`src/rtl/pong_pkg.sv`:
```
// Shared types and screen geometry for the Pong game sequencer.
package pong_pkg;

  typedef enum logic [1:0] {
    ST_SERVE    = 2'd0,
    ST_PLAY     = 2'd1,
    ST_POINT    = 2'd2,
    ST_GAMEOVER = 2'd3
  } state_t;

  localparam int SCREEN_W = 640;
  localparam int SCREEN_H = 480;
  localparam int FRAME_W  = 800;
  localparam int FRAME_H  = 525;
  localparam int PAD_W    = 8;
  localparam int PAD_L_X  = 16;
  localparam int PAD_R_X  = 616;
  localparam int CENTRE_X = 316;
  localparam int CENTRE_Y = 236;
  localparam int TICK_H   = 0;
  localparam int TICK_V   = 480;

endpackage

```
`src/rtl/pong_paddle.sv`:
```
// One paddle: moves by PADDLE_SPD per frame tick and clamps inside the playfield.
import pong_pkg::*;

module pong_paddle #(
  parameter int PADDLE_SPD = 4,
  parameter int PADDLE_H   = 64
) (
  input  logic       clk25M,
  input  logic       reset,
  input  logic       i_tick,
  input  logic       i_up,
  input  logic       i_down,
  input  logic       i_en,
  output logic [9:0] o_y
);

  localparam logic [9:0] Y_MAX = 10'(SCREEN_H - PADDLE_H);
  localparam logic [9:0] SPD   = 10'(PADDLE_SPD);

  logic [9:0] r_y;

  // Both buttons pressed cancel out; clamping avoids unsigned wrap at the top edge.
  always_ff @(posedge clk25M or posedge reset) begin
    if (reset) begin
      r_y <= 10'((SCREEN_H - PADDLE_H) / 2);
    end else if (i_tick && i_en && (i_up != i_down)) begin
      if (i_up) r_y <= (r_y < SPD) ? '0 : r_y - SPD;
      else      r_y <= (r_y > Y_MAX - SPD) ? Y_MAX : r_y + SPD;
    end
  end

  assign o_y = r_y;

endmodule

```
`src/rtl/pong_frame_ctrl.sv`:
```
// Pong game sequencer: frame tick from the VGA counters, ball datapath, scoring and game FSM.
//   state       | meaning
//   ST_SERVE    | ball parked at centre, waiting for timeout or start
//   ST_PLAY     | ball moving, walls/paddles/goals evaluated each tick
//   ST_POINT    | ball parked after a score, fixed hold time
//   ST_GAMEOVER | everything frozen until start
import pong_pkg::*;

module pong_frame_ctrl #(
  parameter int BALL_SPD     = 2,
  parameter int PADDLE_SPD   = 4,
  parameter int PADDLE_H     = 64,
  parameter int BALL_SZ      = 8,
  parameter int SERVE_FRAMES = 60,
  parameter int POINT_FRAMES = 30,
  parameter int WIN_SCORE    = 9
) (
  input  logic       clk25M,
  input  logic       reset,
  input  logic [9:0] i_hcount,
  input  logic [9:0] i_vcount,
  input  logic [3:0] i_btn,
  input  logic       i_start,
  output logic       o_frame_tick,
  output logic [9:0] o_ball_x,
  output logic [9:0] o_ball_y,
  output logic [9:0] o_pad_l_y,
  output logic [9:0] o_pad_r_y,
  output logic [3:0] o_score_l,
  output logic [3:0] o_score_r,
  output logic [1:0] o_state
);

  localparam logic signed [10:0] B_SPD  = 11'(BALL_SPD);
  localparam logic signed [10:0] X_LIM  = 11'(SCREEN_W - BALL_SZ);
  localparam logic signed [10:0] Y_LIM  = 11'(SCREEN_H - BALL_SZ);
  localparam logic signed [10:0] L_HIT  = 11'(PAD_L_X + PAD_W);
  localparam logic signed [10:0] R_HIT  = 11'(PAD_R_X - BALL_SZ);
  localparam logic [9:0]         L_HITU = 10'(PAD_L_X + PAD_W);
  localparam logic [9:0]         R_HITU = 10'(PAD_R_X - BALL_SZ);
  localparam logic [9:0]         CX     = 10'(CENTRE_X);
  localparam logic [9:0]         CY     = 10'(CENTRE_Y);
  localparam logic [3:0]         WIN    = 4'(WIN_SCORE);

  logic        r_frame_tick;
  logic [9:0]  r_ball_x, r_ball_y;
  logic [3:0]  r_score_l, r_score_r;
  state_t      r_state;
  logic [6:0]  r_frame_cnt;
  logic        r_dir_x, r_dir_y;

  logic              w_pad_en;
  logic [9:0]        w_pad_l, w_pad_r;
  logic signed [10:0] w_nx, w_ny;
  logic [10:0]       w_by, w_pl, w_pr;
  logic              w_ov_l, w_ov_r, w_hit_l, w_hit_r;

  assign w_pad_en = (r_state != ST_GAMEOVER);

  pong_paddle #(.PADDLE_SPD(PADDLE_SPD), .PADDLE_H(PADDLE_H)) u_pad_l (
    .clk25M(clk25M), .reset(reset), .i_tick(r_frame_tick), .i_up(i_btn[0]),
    .i_down(i_btn[1]), .i_en(w_pad_en), .o_y(w_pad_l)
  );

  pong_paddle #(.PADDLE_SPD(PADDLE_SPD), .PADDLE_H(PADDLE_H)) u_pad_r (
    .clk25M(clk25M), .reset(reset), .i_tick(r_frame_tick), .i_up(i_btn[2]),
    .i_down(i_btn[3]), .i_en(w_pad_en), .o_y(w_pad_r)
  );

  // 11-bit signed next position so a step past the left/top edge shows up as negative.
  always_comb begin
    w_nx = r_dir_x ? $signed({1'b0, r_ball_x}) + B_SPD : $signed({1'b0, r_ball_x}) - B_SPD;
    w_ny = r_dir_y ? $signed({1'b0, r_ball_y}) + B_SPD : $signed({1'b0, r_ball_y}) - B_SPD;
    w_by = {1'b0, r_ball_y};
    w_pl = {1'b0, w_pad_l};
    w_pr = {1'b0, w_pad_r};
    w_ov_l = (w_by + 11'(BALL_SZ - 1) >= w_pl) && (w_by <= w_pl + 11'(PADDLE_H - 1));
    w_ov_r = (w_by + 11'(BALL_SZ - 1) >= w_pr) && (w_by <= w_pr + 11'(PADDLE_H - 1));
    w_hit_l = !r_dir_x && (w_nx <= L_HIT) && (r_ball_x >= L_HITU) && w_ov_l;
    w_hit_r =  r_dir_x && (w_nx >= R_HIT) && (r_ball_x <= R_HITU) && w_ov_r;
  end

  always_ff @(posedge clk25M or posedge reset) begin
    if (reset) begin
      r_frame_tick <= 1'b0;
      r_ball_x     <= CX;
      r_ball_y     <= CY;
      r_score_l    <= '0;
      r_score_r    <= '0;
      r_state      <= ST_SERVE;
      r_frame_cnt  <= '0;
      r_dir_x      <= 1'b1;
      r_dir_y      <= 1'b1;
    end else begin
      r_frame_tick <= (i_hcount == 10'(TICK_H)) && (i_vcount == 10'(TICK_V));
      if (r_frame_tick) begin
        case (r_state)
          ST_SERVE: begin
            r_ball_x <= CX;
            r_ball_y <= CY;
            if ((r_frame_cnt == 7'(SERVE_FRAMES - 1)) || i_start) begin
              r_state     <= ST_PLAY;
              r_frame_cnt <= '0;
            end else begin
              r_frame_cnt <= r_frame_cnt + 7'd1;
            end
          end
          ST_PLAY: begin
            if (w_ny[10]) begin
              r_ball_y <= '0;
              r_dir_y  <= 1'b1;
            end else if (w_ny > Y_LIM) begin
              r_ball_y <= Y_LIM[9:0];
              r_dir_y  <= 1'b0;
            end else begin
              r_ball_y <= w_ny[9:0];
            end
            // Paddle hits win over goals; a goal recentres the ball, overriding the y step.
            if (w_hit_l) begin
              r_ball_x <= L_HITU;
              r_dir_x  <= 1'b1;
            end else if (w_hit_r) begin
              r_ball_x <= R_HITU;
              r_dir_x  <= 1'b0;
            end else if (w_nx[10]) begin
              r_score_r <= (r_score_r == WIN) ? WIN : r_score_r + 4'd1;
              r_dir_x   <= 1'b0;
              r_ball_x  <= CX;
              r_ball_y  <= CY;
              r_state   <= ST_POINT;
            end else if (w_nx > X_LIM) begin
              r_score_l <= (r_score_l == WIN) ? WIN : r_score_l + 4'd1;
              r_dir_x   <= 1'b1;
              r_ball_x  <= CX;
              r_ball_y  <= CY;
              r_state   <= ST_POINT;
            end else begin
              r_ball_x <= w_nx[9:0];
            end
          end
          ST_POINT: begin
            r_ball_x <= CX;
            r_ball_y <= CY;
            if (r_frame_cnt == 7'(POINT_FRAMES - 1)) begin
              r_frame_cnt <= '0;
              if ((r_score_l == WIN) || (r_score_r == WIN)) begin
                r_state <= ST_GAMEOVER;
              end else begin
                r_state <= ST_SERVE;
                r_dir_y <= ~r_dir_y;
              end
            end else begin
              r_frame_cnt <= r_frame_cnt + 7'd1;
            end
          end
          default: begin
            if (i_start) begin
              r_score_l   <= '0;
              r_score_r   <= '0;
              r_ball_x    <= CX;
              r_ball_y    <= CY;
              r_frame_cnt <= '0;
              r_state     <= ST_SERVE;
            end
          end
        endcase
      end
    end
  end

  assign o_frame_tick = r_frame_tick;
  assign o_ball_x     = r_ball_x;
  assign o_ball_y     = r_ball_y;
  assign o_pad_l_y    = w_pad_l;
  assign o_pad_r_y    = w_pad_r;
  assign o_score_l    = r_score_l;
  assign o_score_r    = r_score_r;
  assign o_state      = r_state;

endmodule
```
`config.mk`:
```
export PLATFORM = sky130hd
export DESIGN_NAME = pong_frame_ctrl
export DESIGN_NICKNAME = d
export VERILOG_FILES = /design/src/rtl/pong_pkg.sv /design/src/rtl/pong_paddle.sv /design/src/rtl/pong_frame_ctrl.sv
export SDC_FILE = /design/constraint.sdc
export NUM_CORES = 1
export LEC_CHECK = 0
export ABC_AREA = 1
export BUFFER_PORTS_ARGS = -buffer_cell sky130_fd_sc_hd__buf_2
export CAP_MARGIN = 20
export CORE_MARGIN = 2
export CORE_UTILIZATION = 50
export CTS_CLUSTER_SIZE = 10
export DETAILED_ROUTE_END_ITERATION = 10
export GPL_ROUTABILITY_DRIVEN = 0
export PLACE_DENSITY = 0.71
export SLEW_MARGIN = 15
export SYNTH_ARGS = -nofsm -noshare
export SYNTH_HDL_FRONTEND = slang
export SYNTH_SLANG_ARGS = --single-unit
```
`constraint.sdc`:
```
create_clock -name clk25M -period 3.7 [get_ports clk25M]
set_input_delay 0.185 -clock clk25M [delete_from_list [all_inputs] [get_ports clk25M]]
set_output_delay 0.185 -clock clk25M [all_outputs]
set_load 0.02 [all_outputs]
```
After elaboration in Yosys (flattened, before gate mapping)
Index checks and enable logic that the tools add are counted.
Cells by class
  add/sub/neg operators: 14
  $mul: 0
  divide/modulo/power cells: 0
  $lt $le $gt $ge: 14
  equality and inequality tests: 20
  shift operators: 0
  muxes and demuxes: 56
  bitwise gates (word level): 3
  reductions and logical operators: 31
Operator list (number)
  two-way mux 10 bit: 18
  two-way mux 4 bit: 10
  case mux 10 bit (2 select lines): 2
  adder 10 x 2 -> 11 bit, second input constant: 2
  adder 10 x 6 -> 11 bit, second input constant: 2
  >= comparator 11 x 10 -> 1 bit: 2
  less-or-equal comparator 10 x 11 -> 1 bit: 2
  two-way mux 11 bit: 2
  subtractor 10 x 2 -> 11 bit, second input constant: 2
  two-way mux 7 bit: 3
  case mux 7 bit (3 select lines): 1
  adder 10 x 3 -> 10 bit, second input constant: 2
  greater-than comparator 10 x 9 -> 1 bit, second input constant: 2
  < comparator 10 x 3 -> 1 bit, second input constant: 2
  subtractor 10 x 3 -> 10 bit, second input constant: 2
  inequality test 2 bit, second input constant: 9
  two-way mux 2 bit: 8
  case mux 4 bit (2 select lines): 2
  AND reduction 7 bit: 2
  logical AND 1 bit: 12
  adder 10 x 3 -> 11 bit, second input constant: 1
  >= comparator 11 bit, second input constant: 1
  greater-than comparator 11 x 10 -> 1 bit, second input constant: 1
  greater-than comparator 11 bit, second input constant: 1
  29 further kinds: 47
Word-level totals
  flip-flop bits (word level): 60
  latch bits: 0
  memory bits (writable): 0
  memory bits (read-only): 0
  bits of input ports: 27
  output and inout bits: 51
  word-level logic and storage cells: 149
  memories: 0

Logic depth before layout (Yosys ltp)
  depth in word-level cells: 10
  mapped depth: 22
  mapped depth without buffers: 21

Hierarchy
From an unflattened synthesis, not the netlist that was laid out.
Second synthesis, totals
  cell total of the unflattened synthesis: 985
  area, all modules: 6600.1 um^2
By module, submodules not included
  pong_frame_ctrl: times used 1, cells each 705, area an instance 4936.0 um^2, sequential area each 991.0 um^2
  pong_paddle: times used 2, cells each 140, area an instance 832.0 um^2, sequential area each 203.9 um^2

Worst setup path before layout
OpenSTA, ideal clock, no wires.
  kind: register to register
  start: register r_ball_y[1] (netlist: o_ball_y[1])
  end: register r_ball_y[0] (netlist: o_ball_y[0])
  library setup time: 74 ps
  data arrival time: 2773 ps
  required time: 3626 ps
  setup slack: 853 ps
  stages on the path, launching flop included: 16
  path buffers: 0
  period minus slack after synthesis: 2847 ps
  path through: dfrtp_1 inv_1 ha_1 a21oi_4 nand3_1 xor2_1 ha_1 nand2_1 o21a_1 nor2_1 nor2_1 a21oi_2 nand2_4 nand3_4 nand2_2 a21oi_2
Between the ends
  cells in the longest elaborated chain, start to end: 10
  elaborated cells between the ends (all ways): 20
  classes of those cells: add/sub: 3; order compare: 5; mux: 8; reduce/logical: 4
RTL lines
  from (decl): RTL line pong_frame_ctrl.sv:46  | logic [9:0] r_ball_x, r_ball_y;
  from (signal assigned): RTL line pong_frame_ctrl.sv:113  | r_ball_y <= Y_LIM[9:0];
  from (signal assigned): RTL line pong_frame_ctrl.sv:116  | r_ball_y <= w_ny[9:0];
  subtractor 10 x 2 -> 11 bit / adder 10 x 2 -> 11 bit (equally long branches): RTL line pong_frame_ctrl.sv:73  | w_ny = r_dir_y ? $signed({1'b0, r_ball_y}) + B_SPD : $signed({1'b0, r_ball_y}) - B_SPD;
  two-way mux 11 bit: RTL line pong_frame_ctrl.sv:73
  greater-than comparator 11 x 10 -> 1 bit: RTL line pong_frame_ctrl.sv:112  | end else if (w_ny > Y_LIM) begin
  two-way mux 10 bit: RTL line pong_frame_ctrl.sv:112
  two-way mux 10 bit: RTL line pong_frame_ctrl.sv:109  | if (w_ny[10]) begin
  two-way mux 10 bit: RTL line pong_frame_ctrl.sv:131  | end else if (w_nx > X_LIM) begin
  two-way mux 10 bit: RTL line pong_frame_ctrl.sv:125  | end else if (w_nx[10]) begin
  two-way mux 10 bit: RTL line pong_frame_ctrl.sv:122  | end else if (w_hit_r) begin
  two-way mux 10 bit (*): RTL line pong_frame_ctrl.sv:119  | if (w_hit_l) begin
  case mux 10 bit (2 select lines) (*): RTL line pong_frame_ctrl.sv:97  | case (r_state)
Every way passes the cells marked *; elsewhere a longest branch is shown, timed or not.
A chain may end at the register's enable or synchronous reset.

Final worst setup path
  start: register r_ball_y[1] (netlist: o_ball_y[1])
  end: register r_ball_y[5] (netlist: o_ball_y[5])
Same word-level chain as after synthesis.

==> results.toml <==
[logic_synthesis]
synthCells = 892
synth_edf_count = 0
synth_commonest_cells = "nand2_1 (247), inv_1 (124), nor2_1 (78)"
syn_area_mm2 = 0.006036
synth_most_common_cell = "nand2_1"
synth_ff_type = "dfrtp_1"
yosysWarnings = 0
synth_area_leaders = "nand2_1 (15%), dfrtp_1 (15%), ha_1 (14%)"
yosysTopAreaCell = "nand2_1"
yosys.area.top_type_share = 0.1536
ys_seq_elements = 55
synthArstFlopShare = 1.000
synth_seq_area_share = 0.2318
synthDistinctLibCells = 55
avgSynthCellArea_um2 = 6.767

[floorplan]
rows = 40
core-area_mm2 = 0.01191
ios = 78
dieArea_mm2 = 0.01297
die_y_um = 113.9
die_w_um = 113.9
initial_core_util = 0.5067

[cts]
cts_sinks = 55
cts_resized = 0
cts_tree = "built"
cts.clk_slew.worst_paths_ps = 80
worstSkewPairLatency_ps = 300
cts_hold_buffers = 0
post_cts.repair.setup_buffers = 0
root_buffer = "clkbuf_16"
clock_path_buffers = 2
cts_max_level = 2
numCtsBuffers = 5

[routing]
first_pass_iters = 5
num_vias = 5861
avgRoutedWirePerCell_um = 13.54
via_per_inst = 5.285
remaining_drc_errors = 0
wirelength_um = 15020
ant_nets = 0
first_iter_violations = 377

[sta]
post-route-period-util = 0.8531
slew_violations = 0
finalHoldViolCount = 0
max_slew_margin = 0.2963
fin_setup_tns_ps = 0
grt_setup_unrepaired = "no"
finalCriticalPeriod_ps = 3157
worst_pin_slew_ps = 1049
fmax_mhz = 316.8
setup_viol = 0
layout_setup_ws_ps = 543.4
skew_ps = 8.860

[worst_setup_path]
path_max_fanout = 9
worstSetupPathType = "flip-flop to flip-flop"
reg2reg_setup_slack_ps = 540
cp-end-kind = "flip-flop"
cp-start-kind = "flip-flop"
critPathArrivalTime_ps = 3390
rr_startpoint = "o_ball_y[1]"
crit_required_ps = 3940
r2r-end = "o_ball_y[5]"
r2r_cells = 16

[power_and_ir_drop]
p_comb_frac = 0.194
clkPwrFrac = 0.346
leakagePower_nw = 3.514
switching_share = 0.3097
power.total_mw = 1.405
power_density_mw_per_mm2 = 211.1
power.share.sequential = 0.460
switchingPower_mw = 0.4351
p_int_mw = 0.9698
peakVddDrop_mv = 0.1610

[global_routing]
grt_max_degree = 42
grt_pass1_wl_um = 25450
track_usage = 0.2392
antenna_found_initial = 0
grt_overflow_total = 0
grt_pass1_vias = 5406

[layout]
design_area_mm2 = 0.006656
drive_gt1_frac = 0.1590
n_fill_cell = 1208
area_delta_synth_final_pct = 10.28
final_util = 0.5588
antenna_cells = 0
layout.nets = 1056

[flow_run]
drv_cap = 0

[placement]
port_buffers = 72
pre_cts_ws_ps = 599.1
placed_area_mm2 = 0.006515
dp_hpwl_um = 11810

[outcome]
status = "completed"

[hold_path]
worstHoldPathType = "primary input to asynchronous set/reset pin"
==> cell usage in the layout, fill, tap and decap left out, types with 3 or more instances in the layout <==
cell / count
nor3_1: 8
o21ai_0: 31
or2_2: 4
nor2_4: 3
nand2_1: 247
nand4_1: 21
nand2_4: 5
ha_1: 66
nor4_1: 5
a21o_1: 3
o21a_1: 3
a21oi_2: 6
o211ai_1: 4
nand3_2: 3
clkbuf_16: 5
dfstp_2: 18
dfrtp_1: 37
nand3_1: 66
xor2_1: 26
a22oi_1: 3
o21ai_1: 11
buf_2: 72
inv_2: 10
xnor2_1: 3
nand2_2: 6
o21bai_1: 3
a21oi_1: 42
inv_1: 123
o22ai_1: 4
nand3b_1: 5
conb_1: 5
nor2_1: 78
nand3_4: 3
==> state kept, by name (all words and copies together), names as in the netlist, 2 cells and up <==
register / count
u_pad_l.o_y: 8
u_pad_r.o_y: 8
o_ball_y: 10
o_score_l: 4
r_frame_cnt: 7
o_score_r: 4
o_state: 2
o_ball_x: 9
==> worst max-delay path by stage <==
stage,start,to,slack (ps)
2_1_floorplan,o_ball_y[1],o_ball_y[0],850
4_1_cts,o_ball_y[1],o_ball_y[0],570
6_report,o_ball_y[1],o_ball_y[5],540
3_3_place_gp,o_ball_y[1],o_ball_y[7],630
5_1_grt,o_ball_y[1],o_ball_y[2],240
3_5_place_dp,o_ball_y[1],o_ball_y[5],600
==> area by class of cell <==
cell class / count / area (um2) / area share
Multi-Input combinational cell: 692 / 4059 / 0.6098
Sequential cell: 55 / 1399 / 0.2102
Inverter: 134 / 505.5 / 0.07594
Timing Repair Buffer: 73 / 367.9 / 0.05526
Tap cell: 147 / 183.9 / 0.02763
Clock buffer: 6 / 128.9 / 0.01936
Clock inverter: 2 / 12.51 / 0.001880
==> power by group through the flow <==
stage	Clock (mW)	Sequential, mW	Combinational [mW]
6_report	0.486	0.646	0.273
5_1_grt	0.511	0.649	0.312
4_1_cts	0.495	0.646	0.273
3_5_place_dp	0	0.657	0.271
3_3_place_gp	0	0.657	0.268
2_1_floorplan	0	0.661	0.196
==> per-stage QoR <==
| step | hold WS, ps | std cells |
|---|---|---|
| 6_report | 65.55 | 1109 |
| 5_1_grt | 117.6 | 1109 |
| 4_1_cts | 104.6 | 1109 |
| 3_5_place_dp | 424.8 | 1101 |
| 3_3_place_gp | 424.1 | 1101 |
| 2_1_floorplan | 326.4 | 896 |
==> cell families (layout without fill, tap and decap cells) <==
group	Yosys count	count (layout)	share of synthesized area
other cells	1	5	0.0006213
buf+inv	149	215	0.09826
flops	55	55	0.2318
xor+xnor	29	29	0.04208
compound gates	125	125	0.1262
simple gates	465	465	0.3576
fa+ha+maj	68	68	0.1434
==> critical path: stages (launching register included) <==
cell and delay [ps]:
dfrtp_1 520, inv_1 180, ha_1 270, a21oi_4 210
nand3_1 110, xor2_1 190, ha_1 300, nand2_1 70
o21a_1 190, nor2_1 100, nor2_1 70, a21oi_2 380
nand2_4 160, nand3_4 140, nand3_1 80, nand2_1 90
inv_1 40
==> layer usage <==
metal | routed length, um | share of wire | vias to the layer above | GRT usage
met1 | 6925 | 0.46 | 2664 | 0.3145
met3 | 595 | 0.040 | 20 | 0.02869
met5 | 0 | 0 | - | 0
met4 | 225 | 0.015 | 0 | 0.06423
met2 | 7268 | 0.48 | 131 | 0.4172
li1 | - | - | 3046 | -
(Power assumes the default switching activity.)
